--- src/rtl/ppm_slot_demod.sv ---
// Frames L-slot PPM symbols after sync, resolves each to a slot index or erasure, queues it in a FWFT FIFO.
// Latency: the decision enters the FIFO on the edge that ends slot L-1, so obs_valid can rise in the following cycle.
// Backpressure: obs_valid/obs_ready handshake; a symbol arriving at a full FIFO with no pop is dropped and counted in ovf_cnt.
module ppm_slot_demod #(
    parameter int L           = 1024,
    parameter int GUARD_SLOTS = 256,
    parameter bit MULTI_ERASE = 1'b1,
    parameter int FIFO_DEPTH  = 4
) (
    input  logic                 clk_12mhz,
    input  logic                 rst_n,
    input  logic                 sync_in,
    input  logic                 det_in,
    input  logic                 enable,
    output logic [$clog2(L):0]   obs_out,
    output logic                 obs_valid,
    input  logic                 obs_ready,
    output logic [15:0]          sym_cnt,
    output logic [15:0]          era_cnt,
    output logic [15:0]          ovf_cnt,
    output logic                 busy
);
    localparam int SW = $clog2(L);
    localparam int CW = (SW > 10) ? SW : 10;
    localparam int AW = $clog2(FIFO_DEPTH);
    localparam logic [CW-1:0] LAST_SLOT  = CW'(L - 1);
    localparam logic [CW-1:0] LAST_GUARD = CW'(GUARD_SLOTS - 1);
    localparam logic [SW:0]   ERASE      = (SW + 1)'(L);

    typedef enum logic [1:0] {IDLE, DATA, GUARD} state_t;

    state_t        state_q, state_d;
    logic [CW-1:0] cnt_q, cnt_d;
    logic [1:0]    hit_q, hit_d;
    logic [SW-1:0] lat_q, lat_d;
    logic          busy_q, busy_d;
    logic [SW:0]   mem_q [FIFO_DEPTH];
    logic [SW:0]   mem_d [FIFO_DEPTH];
    logic [AW:0]   wptr_q, wptr_d, rptr_q, rptr_d;
    logic [15:0]   sym_q, sym_d, era_q, era_d, ovf_q, ovf_d;

    logic          push, pop, wr, empty, full;
    logic [SW:0]   push_dat;
    logic [1:0]    hit_fin;
    logic [SW-1:0] win_slot;

    // Framing FSM; the decision folds in the det_in of slot L-1 itself.
    always_comb begin
        state_d  = state_q;
        cnt_d    = cnt_q;
        hit_d    = hit_q;
        lat_d    = lat_q;
        push     = 1'b0;
        push_dat = ERASE;
        hit_fin  = hit_q;
        if (det_in && hit_q != 2'd2) hit_fin = hit_q + 2'd1;
        win_slot = (hit_q == 2'd0) ? cnt_q[SW-1:0] : lat_q;

        case (state_q)
            IDLE: begin
                if (sync_in && enable) begin
                    state_d = DATA;
                    cnt_d   = '0;
                    hit_d   = '0;
                    lat_d   = '0;
                end
            end
            DATA: begin
                if (sync_in) begin
                    state_d = DATA;
                    cnt_d   = '0;
                    hit_d   = '0;
                    lat_d   = '0;
                end else begin
                    hit_d = hit_fin;
                    if (det_in && hit_q == 2'd0) lat_d = cnt_q[SW-1:0];
                    if (cnt_q == LAST_SLOT) begin
                        push = 1'b1;
                        if (hit_fin == 2'd1 || (hit_fin == 2'd2 && !MULTI_ERASE))
                            push_dat = {1'b0, win_slot};
                        cnt_d = '0;
                        hit_d = '0;
                        lat_d = '0;
                        state_d = (GUARD_SLOTS == 0 || !enable) ? IDLE : GUARD;
                    end else begin
                        cnt_d = cnt_q + CW'(1);
                    end
                end
            end
            GUARD: begin
                if (sync_in) begin
                    state_d = DATA;
                    cnt_d   = '0;
                end else if (cnt_q == LAST_GUARD) begin
                    cnt_d   = '0;
                    state_d = enable ? DATA : IDLE;
                end else begin
                    cnt_d = cnt_q + CW'(1);
                end
            end
            default: state_d = IDLE;
        endcase
        busy_d = (state_d != IDLE);
    end

    // Extra pointer MSB distinguishes full from empty when the indices match.
    always_comb begin
        empty     = (wptr_q == rptr_q);
        full      = (wptr_q[AW] != rptr_q[AW]) && (wptr_q[AW-1:0] == rptr_q[AW-1:0]);
        obs_valid = !empty;
        obs_out   = empty ? '0 : mem_q[rptr_q[AW-1:0]];
        pop       = obs_valid && obs_ready;
        wr        = push && (!full || pop);

        mem_d  = mem_q;
        wptr_d = wptr_q;
        rptr_d = rptr_q;
        sym_d  = sym_q;
        era_d  = era_q;
        ovf_d  = ovf_q;
        if (wr) begin
            mem_d[wptr_q[AW-1:0]] = push_dat;
            wptr_d = wptr_q + (AW + 1)'(1);
            sym_d  = sym_q + 16'd1;
            if (push_dat == ERASE) era_d = era_q + 16'd1;
        end else if (push && ovf_q != 16'hFFFF) begin
            ovf_d = ovf_q + 16'd1;
        end
        if (pop) rptr_d = rptr_q + (AW + 1)'(1);
    end

    always_ff @(posedge clk_12mhz or negedge rst_n) begin
        if (!rst_n) begin
            state_q <= IDLE;
            cnt_q   <= '0;
            hit_q   <= '0;
            lat_q   <= '0;
            busy_q  <= 1'b0;
            wptr_q  <= '0;
            rptr_q  <= '0;
            sym_q   <= '0;
            era_q   <= '0;
            ovf_q   <= '0;
            for (int i = 0; i < FIFO_DEPTH; i++) mem_q[i] <= '0;
        end else begin
            state_q <= state_d;
            cnt_q   <= cnt_d;
            hit_q   <= hit_d;
            lat_q   <= lat_d;
            busy_q  <= busy_d;
            wptr_q  <= wptr_d;
            rptr_q  <= rptr_d;
            sym_q   <= sym_d;
            era_q   <= era_d;
            ovf_q   <= ovf_d;
            mem_q   <= mem_d;
        end
    end

    assign sym_cnt = sym_q;
    assign era_cnt = era_q;
    assign ovf_cnt = ovf_q;
    assign busy    = busy_q;
endmodule

--- config.mk ---
export PLATFORM = sky130hd
export DESIGN_NAME = ppm_slot_demod
export DESIGN_NICKNAME = d
export VERILOG_FILES = /design/src/rtl/ppm_slot_demod.sv
export SDC_FILE = /design/constraint.sdc
export NUM_CORES = 1
export LEC_CHECK = 0
export ABC_CLOCK_PERIOD_IN_PS = 2100
export BUFFER_PORTS_ARGS = -buffer_cell sky130_fd_sc_hd__buf_2
export CAP_MARGIN = 0
export CORE_ASPECT_RATIO = 0.9
export CORE_MARGIN = 2
export CORE_UTILIZATION = 55
export CTS_BUF_LIST = sky130_fd_sc_hd__clkbuf_4
export CTS_CLUSTER_DIAMETER = 30
export CTS_CLUSTER_SIZE = 40
export DETAILED_ROUTE_END_ITERATION = 7
export PLACE_DENSITY = 0.81
export REMOVE_ABC_BUFFERS = 1
export SETUP_SLACK_MARGIN = 0.02
export SYNTH_ARGS = -nofsm -noshare
export SYNTH_HDL_FRONTEND = slang
export SYNTH_SLANG_ARGS = --single-unit
--- constraint.sdc ---
create_clock -name clk_12mhz -period 2.1 [get_ports clk_12mhz]
set_input_delay 0.105 -clock clk_12mhz [delete_from_list [all_inputs] [get_ports clk_12mhz]]
set_output_delay 0.105 -clock clk_12mhz [all_outputs]
set_load 0.05 [all_outputs]
=== Yosys cells after proc, flatten, opt, wreduce, memory -nomap -nowiden ===
Index checks and enable logic that the tools add are counted.

* Register bits: 123
* Input bits: 6
* Output and inout bits: 61
* Word-level logic and storage cells: 99

* $add $sub $neg: 7
* Magnitude comparators: 3
* Equal/unequal tests: 13
* Muxes and demuxes: 38
* Bitwise logic cells: 3
* Reductions and logical operators: 21

{| class="wikitable"
|+ Operators by type and width
! cell !! number
|-
| two-way mux 10 bit || 9
|-
| two-way mux 11 bit || 8
|-
| adder 16 x 1 -> 16 bit (second input constant) || 3
|-
| bitwise mux 44 bit || 1
|-
| case mux 10 bit (3 select lines) || 1
|-
| binary-select mux 11 bit (select 2 bit) || 1
|-
| demux 11 bit (select 2 bit) || 1
|-
| two-way mux 2 bit || 10
|-
| case mux 10 bit (2 select lines) || 1
|-
| inequality test 16 bit (second input constant) || 1
|-
| equality test 11 bit (second input constant) || 1
|-
| adder 10 x 1 -> 10 bit (second input constant) || 1
|-
| equality test 10 bit (second input constant) || 1
|-
| equality test 10 x 8 -> 1 bit (second input constant) || 1
|-
| logical AND 1 bit || 8
|-
| AND reduction 2 bit || 4
|-
| adder 3 x 1 -> 3 bit (second input constant) || 2
|-
| >= comparator 3 bit (second input constant) || 2
|-
| NOT 2 -> 3 bit || 2
|-
| case mux 2 bit (3 select lines) || 1
|-
| equality test 2 x 1 -> 1 bit (second input constant) || 2
|-
| logical NOT 2 bit || 2
|-
| two-way mux 1 bit || 4
|-
| inequality test 2 bit (second input constant) || 2
|-
| other kinds (14) || 16
|}

=== Longest topological paths before layout ===
* Word-level depth: 10
* Depth in mapped cells: 9
* Mapped depth without buffers: 7

=== Worst setup path after synthesis ===
OpenSTA, ideal clock, no wires.

* Kind: register -> register
* Start: reg ovf_q[0], in the netlist ovf_cnt[0]
* End: reg ovf_q[1], in the netlist ovf_cnt[1]
* Setup time: 0.128 ns
* Arrival: 2.269 ns
* Data required time: 1.972 ns
* Slack: -0.296 ns
* Cell stages (with the launch flop): 7
* Buffers on the path: 1
* Clock period less this slack: 2.396 ns
* Path through: dfrtp_1 ha_1 clkbuf_1 nand3_1 nor4_1 nor3_4 mux2_1

* Word-level cells in the longest chain between the ends: 3
* Elaborated cells on any way between the ends: 4
* Those cells by class: add/sub: 1; eq/ne: 1; reduce/logical: 2

{| class="wikitable"
|+ Ends and longest elaborated chain
! item !! RTL line !! source
|-
| from (decl) || 40 || <nowiki>logic [15:0] sym_q, sym_d, era_q, era_d, ovf_q, ovf_d;</nowiki>
|-
| from (signal assigned) || 155 || <nowiki>ovf_q <= ovf_d;</nowiki>
|-
| parallel branches: the longest is 3 deep, another holds adder 16 x 1 -> 16 bit || -- ||
|}

Several ways; the timed one is not identified.
A chain may end at the register's enable or synchronous reset.

=== Final worst setup path ===
* Start: reg wptr_q[2]
* End: reg ovf_q[13], in the netlist ovf_cnt[13]

* Word-level cells in the longest chain between the ends: 7
* Elaborated cells on any way between the ends: 10
* Those cells by class: eq/ne: 2; bitwise: 1; reduce/logical: 7

{| class="wikitable"
|+ Ends and longest elaborated chain
! item !! RTL line !! source
|-
| from (decl) || 39 || <nowiki>logic [AW:0] wptr_q, wptr_d, rptr_q, rptr_d;</nowiki>
|-
| from (signal assigned) || 151 || <nowiki>wptr_q <= wptr_d;</nowiki>
|-
| equality test 3 bit or inequality test 1 bit (tied branches) || 108, 109 ||
|-
| logical NOT 1 bit or logical AND 1 bit (tied branches) || 110, 109 ||
|-
| logical AND 1 bit or logical NOT 1 bit (tied branches) || 112, 113 ||
|-
| logical OR 1 bit (*) || 113 || <nowiki>wr = push && (!full || pop);</nowiki>
|-
| logical AND 1 bit (*) || 113 ||
|-
| NOT 1 bit (no source line) (*) || -- ||
|-
| AND reduction 2 bit (no source line) (*) || -- ||
|}

Mark *: on every way between the ends. The rest lies on a longest branch, timed or not.

==> impl_metrics.tcl <==
set metrics [dict create \
    ys_warn_count 0 \
    cpLargestDelayFamily "simple AND/OR/NAND/NOR gates" \
    place_ws_ps -291 \
    slowest_delay_ps 580 \
    violations "negative setup slack" \
    synth_edf_count 0 \
    finalHoldViolations 0 \
    fin_setup_tns_ps -4020 \
    synth.cell_area_sq_um 6040 \
    timing.critical_path.from "wptr_q[2]" \
    period_share_pct 108 \
    crit_buf_inv 2 \
    clock_path_buffers 2 \
    ios 67 \
    drc_errors 0 \
    cts_tree "done" \
    crit_chain "xnor2_2 > buf_4 > or4_4 > nor4_4 > buf_4 > nand4_1 > xnor2_1" \
    die_y_um 103 \
    cp_slowest_cell "or4_4" \
    wl_per_cell_um 20.8 \
    worst_setup_path_start_kind "register" \
    globalRouteMet1Util_pct 35.4 \
    crit_required_ps 2570 \
    switching_share_pct 33.8 \
    netlist_instances 565 \
    top_usage_layer "met2" \
    cts.clk_slew.worst_paths_ps 120 \
    rows 36 \
    ys_seq_elements 123 \
    crit_path_end_kind "register" \
    relSlewSlack_pct 58.7 \
    gp_congestion 0.797 \
    layout.nets 733 \
    synth_flop_cell "dfrtp_1" \
    clockPowerShare_pct 29.0 \
    cts_max_level 4 \
    critPathKind "register to register" \
    whs_ps 69.6 \
    syn_avg_cell_area_sq_um 10.7 \
    area_delta_synth_final_pct 34.7 \
    slew_viol_final 0 \
    yosysSeqAreaShare_pct 51.0 \
    drt_pass1_iterations 5 \
    power_density_nw_per_um2 823 \
    comb_power_share_pct 32.7 \
    final_area_sq_um 8130 \
    placed_cell_area_sq_um 6850 \
    use_met2_pct 43.1 \
    crit_top_cell "buf_4" \
    p_sw_w 0.00226 \
    irDropWorstVdd_uv 478 \
    power_leakage_nw 3.81 \
    min_path_type "input port to asynchronous set/reset pin" \
    p_total_w 0.00669 \
    num_antenna_cells 0 \
    cts.sinks 123 \
    worst_slack_ps -160 \
    vias 5246 \
    fill_cells 635 \
    cts_buffers 17 \
    grt.total_usage_pct 26.6 \
    root_buffer "clkbuf_4" \
    first_global_vias 4807 \
    ys_types 50 \
    die_w_um 114 \
    fin_crit_ps 2260 \
    cp.arrival_ps 2730 \
    dp_hpwl_um 9690 \
    routed_wl_um 17800 \
    async_flop_share_pct 100 \
    core_sq_um 10800 \
    vias_per_cell 6.12 \
    grt_antenna_before_repair 0 \
    worst_pin_slew_ps 617 \
    grt_pass1_wl_um 24200 \
    p_seq_share_pct 38.3 \
    final_common_cell "dfrtp_1" \
    p_int_w 0.00443 \
    path_max_fanout 6 \
    start_util_pct 56.1 \
    overflow 0 \
    postRouteAntennaNets 0 \
    grtUsageMet3_pct 5.30 \
    drive_gt1_share_pct 36.7 \
    final_cell_mix "dfrtp_1 (121), nand2_1 (91), buf_4 (57)" \
    clk_latency_ps 560 \
    setup_viol 70 \
    drt_iter0_drc 575 \
    rsz0062_at_grt "true" \
    maxCapViolCount 0 \
    max_freq_mhz 443 \
    io_buffers 66 \
    status "finished with violations" \
    die_area_sq_um 11800 \
    r2r-start "wptr_q[2]" \
    grt_max_degree 67 \
    finClkSkew_ps 26.5 \
]
==> state kept, by name (all words and copies together), names as in the netlist <==
signal   count
cnt_q       10
busy         1
mem_q       44
hit_q        2
sym_cnt     16
wptr_q       3
ovf_cnt     16
rptr_q       3
era_cnt     16
lat_q       10
state_q      2
==> final cells by class <==
class                      count  area (sq um)  area share [%]
multi-input combinational    410          3190            39.3
sequential                   123          3080            37.9
timing repair buffer         150          1330            16.4
clock inverter                14           193            2.37
tap                          133           166            2.05
clock buffer                  18           135            1.66
inverter                       9          33.8           0.415
==> synthesized netlist by cell type (3+ instances only) <==
| master | instances | area [sq um] |
|---|---|---|
| dfrtp_1 | 123 | 3080 |
| nand2_1 | 95 | 357 |
| o21ai_0 | 56 | 280 |
| xnor2_1 | 41 | 359 |
| nand3_1 | 29 | 145 |
| nand4_1 | 20 | 125 |
| ha_1 | 16 | 200 |
| nor2_1 | 16 | 60.1 |
| nor2b_1 | 14 | 87.6 |
| clkbuf_1 | 12 | 45.0 |
| mux2_2 | 12 | 135 |
| mux4_2 | 11 | 248 |
| a22o_1 | 10 | 87.6 |
| and3_1 | 10 | 62.6 |
| buf_2 | 10 | 50.1 |
| inv_1 | 9 | 33.8 |
| xor2_1 | 8 | 70.1 |
| a21oi_1 | 6 | 30.0 |
| nor3_1 | 6 | 30.0 |
| o31ai_1 | 6 | 45.0 |
| and4_1 | 5 | 43.8 |
| nor4_1 | 4 | 25.0 |
| or2_2 | 4 | 25.0 |
| a21o_1 | 3 | 22.5 |
| and2_1 | 3 | 18.8 |
| mux2i_1 | 3 | 30.0 |
| nor3b_1 | 3 | 22.5 |
| nor4_4 | 3 | 63.8 |
==> path summary, 6_finish.rpt <==
path / to / slack, ps / depth (start not counted)
setup / recovery: ovf_cnt[13] / -160 / 7
hold / removal: era_cnt[7] / 70 / 2
setup reg to reg: ovf_cnt[13] / -160 / 7
hold reg to reg: era_cnt[15] / 480 / 1
max in group asynchronous: lat_q[9] / 1310 / 3
min in group clk_12mhz: lat_q[7] / 120 / 4
==> repair_timing <==
| item | in CTS | in global routing |
|---|---|---|
| endpoints found under the setup margin | 80 | 76 |
| hold endpoints to repair | 128 | 0 |
| buffers inserted | 10 | 17 |
| hold buffers | 4 | 0 |
| gates resized for setup | 61 | 66 |
| pin swaps | 10 | 16 |
| cloned | 2 | 8 |
==> stage by stage <==
step                std cells  utilization [%]
floorplan                 542                -
global placement          787             63.7
detailed placement        787             63.7
CTS                       835             70.3
global route              857             75.6
finish                    857             75.6
==> power by group through the flow <==
stage,Sequential (W),Clock [W],Combinational [W]
finish,0.00256,0.00194,0.00219
global route,0.00257,0.00208,0.00232
CTS,0.00256,0.00192,0.00189
detailed placement,0.00258,0,0.00157
global placement,0.00257,0,0.00151
floorplan,0.00270,0,0.000877
==> logic make-up after synthesis <==
kind of cell / share of synthesized area [%]
xor gates and xnor gates: 7.38
DFF: 51.0
adders and majority gates: 3.31
buffers and inverters: 2.32
and+or+nand+nor: 19.8
muxes: 7.02
AOI/OAI and AO/OA: 9.18
==> per-layer routing <==
metal | wire (um) | share of wire [%]
met1 | 6930 | 39
met4 | 866 | 4.9
met3 | 1030 | 5.8
met2 | 8980 | 50
met5 | 0 | 0
Power figures use the tool's default switching activity.
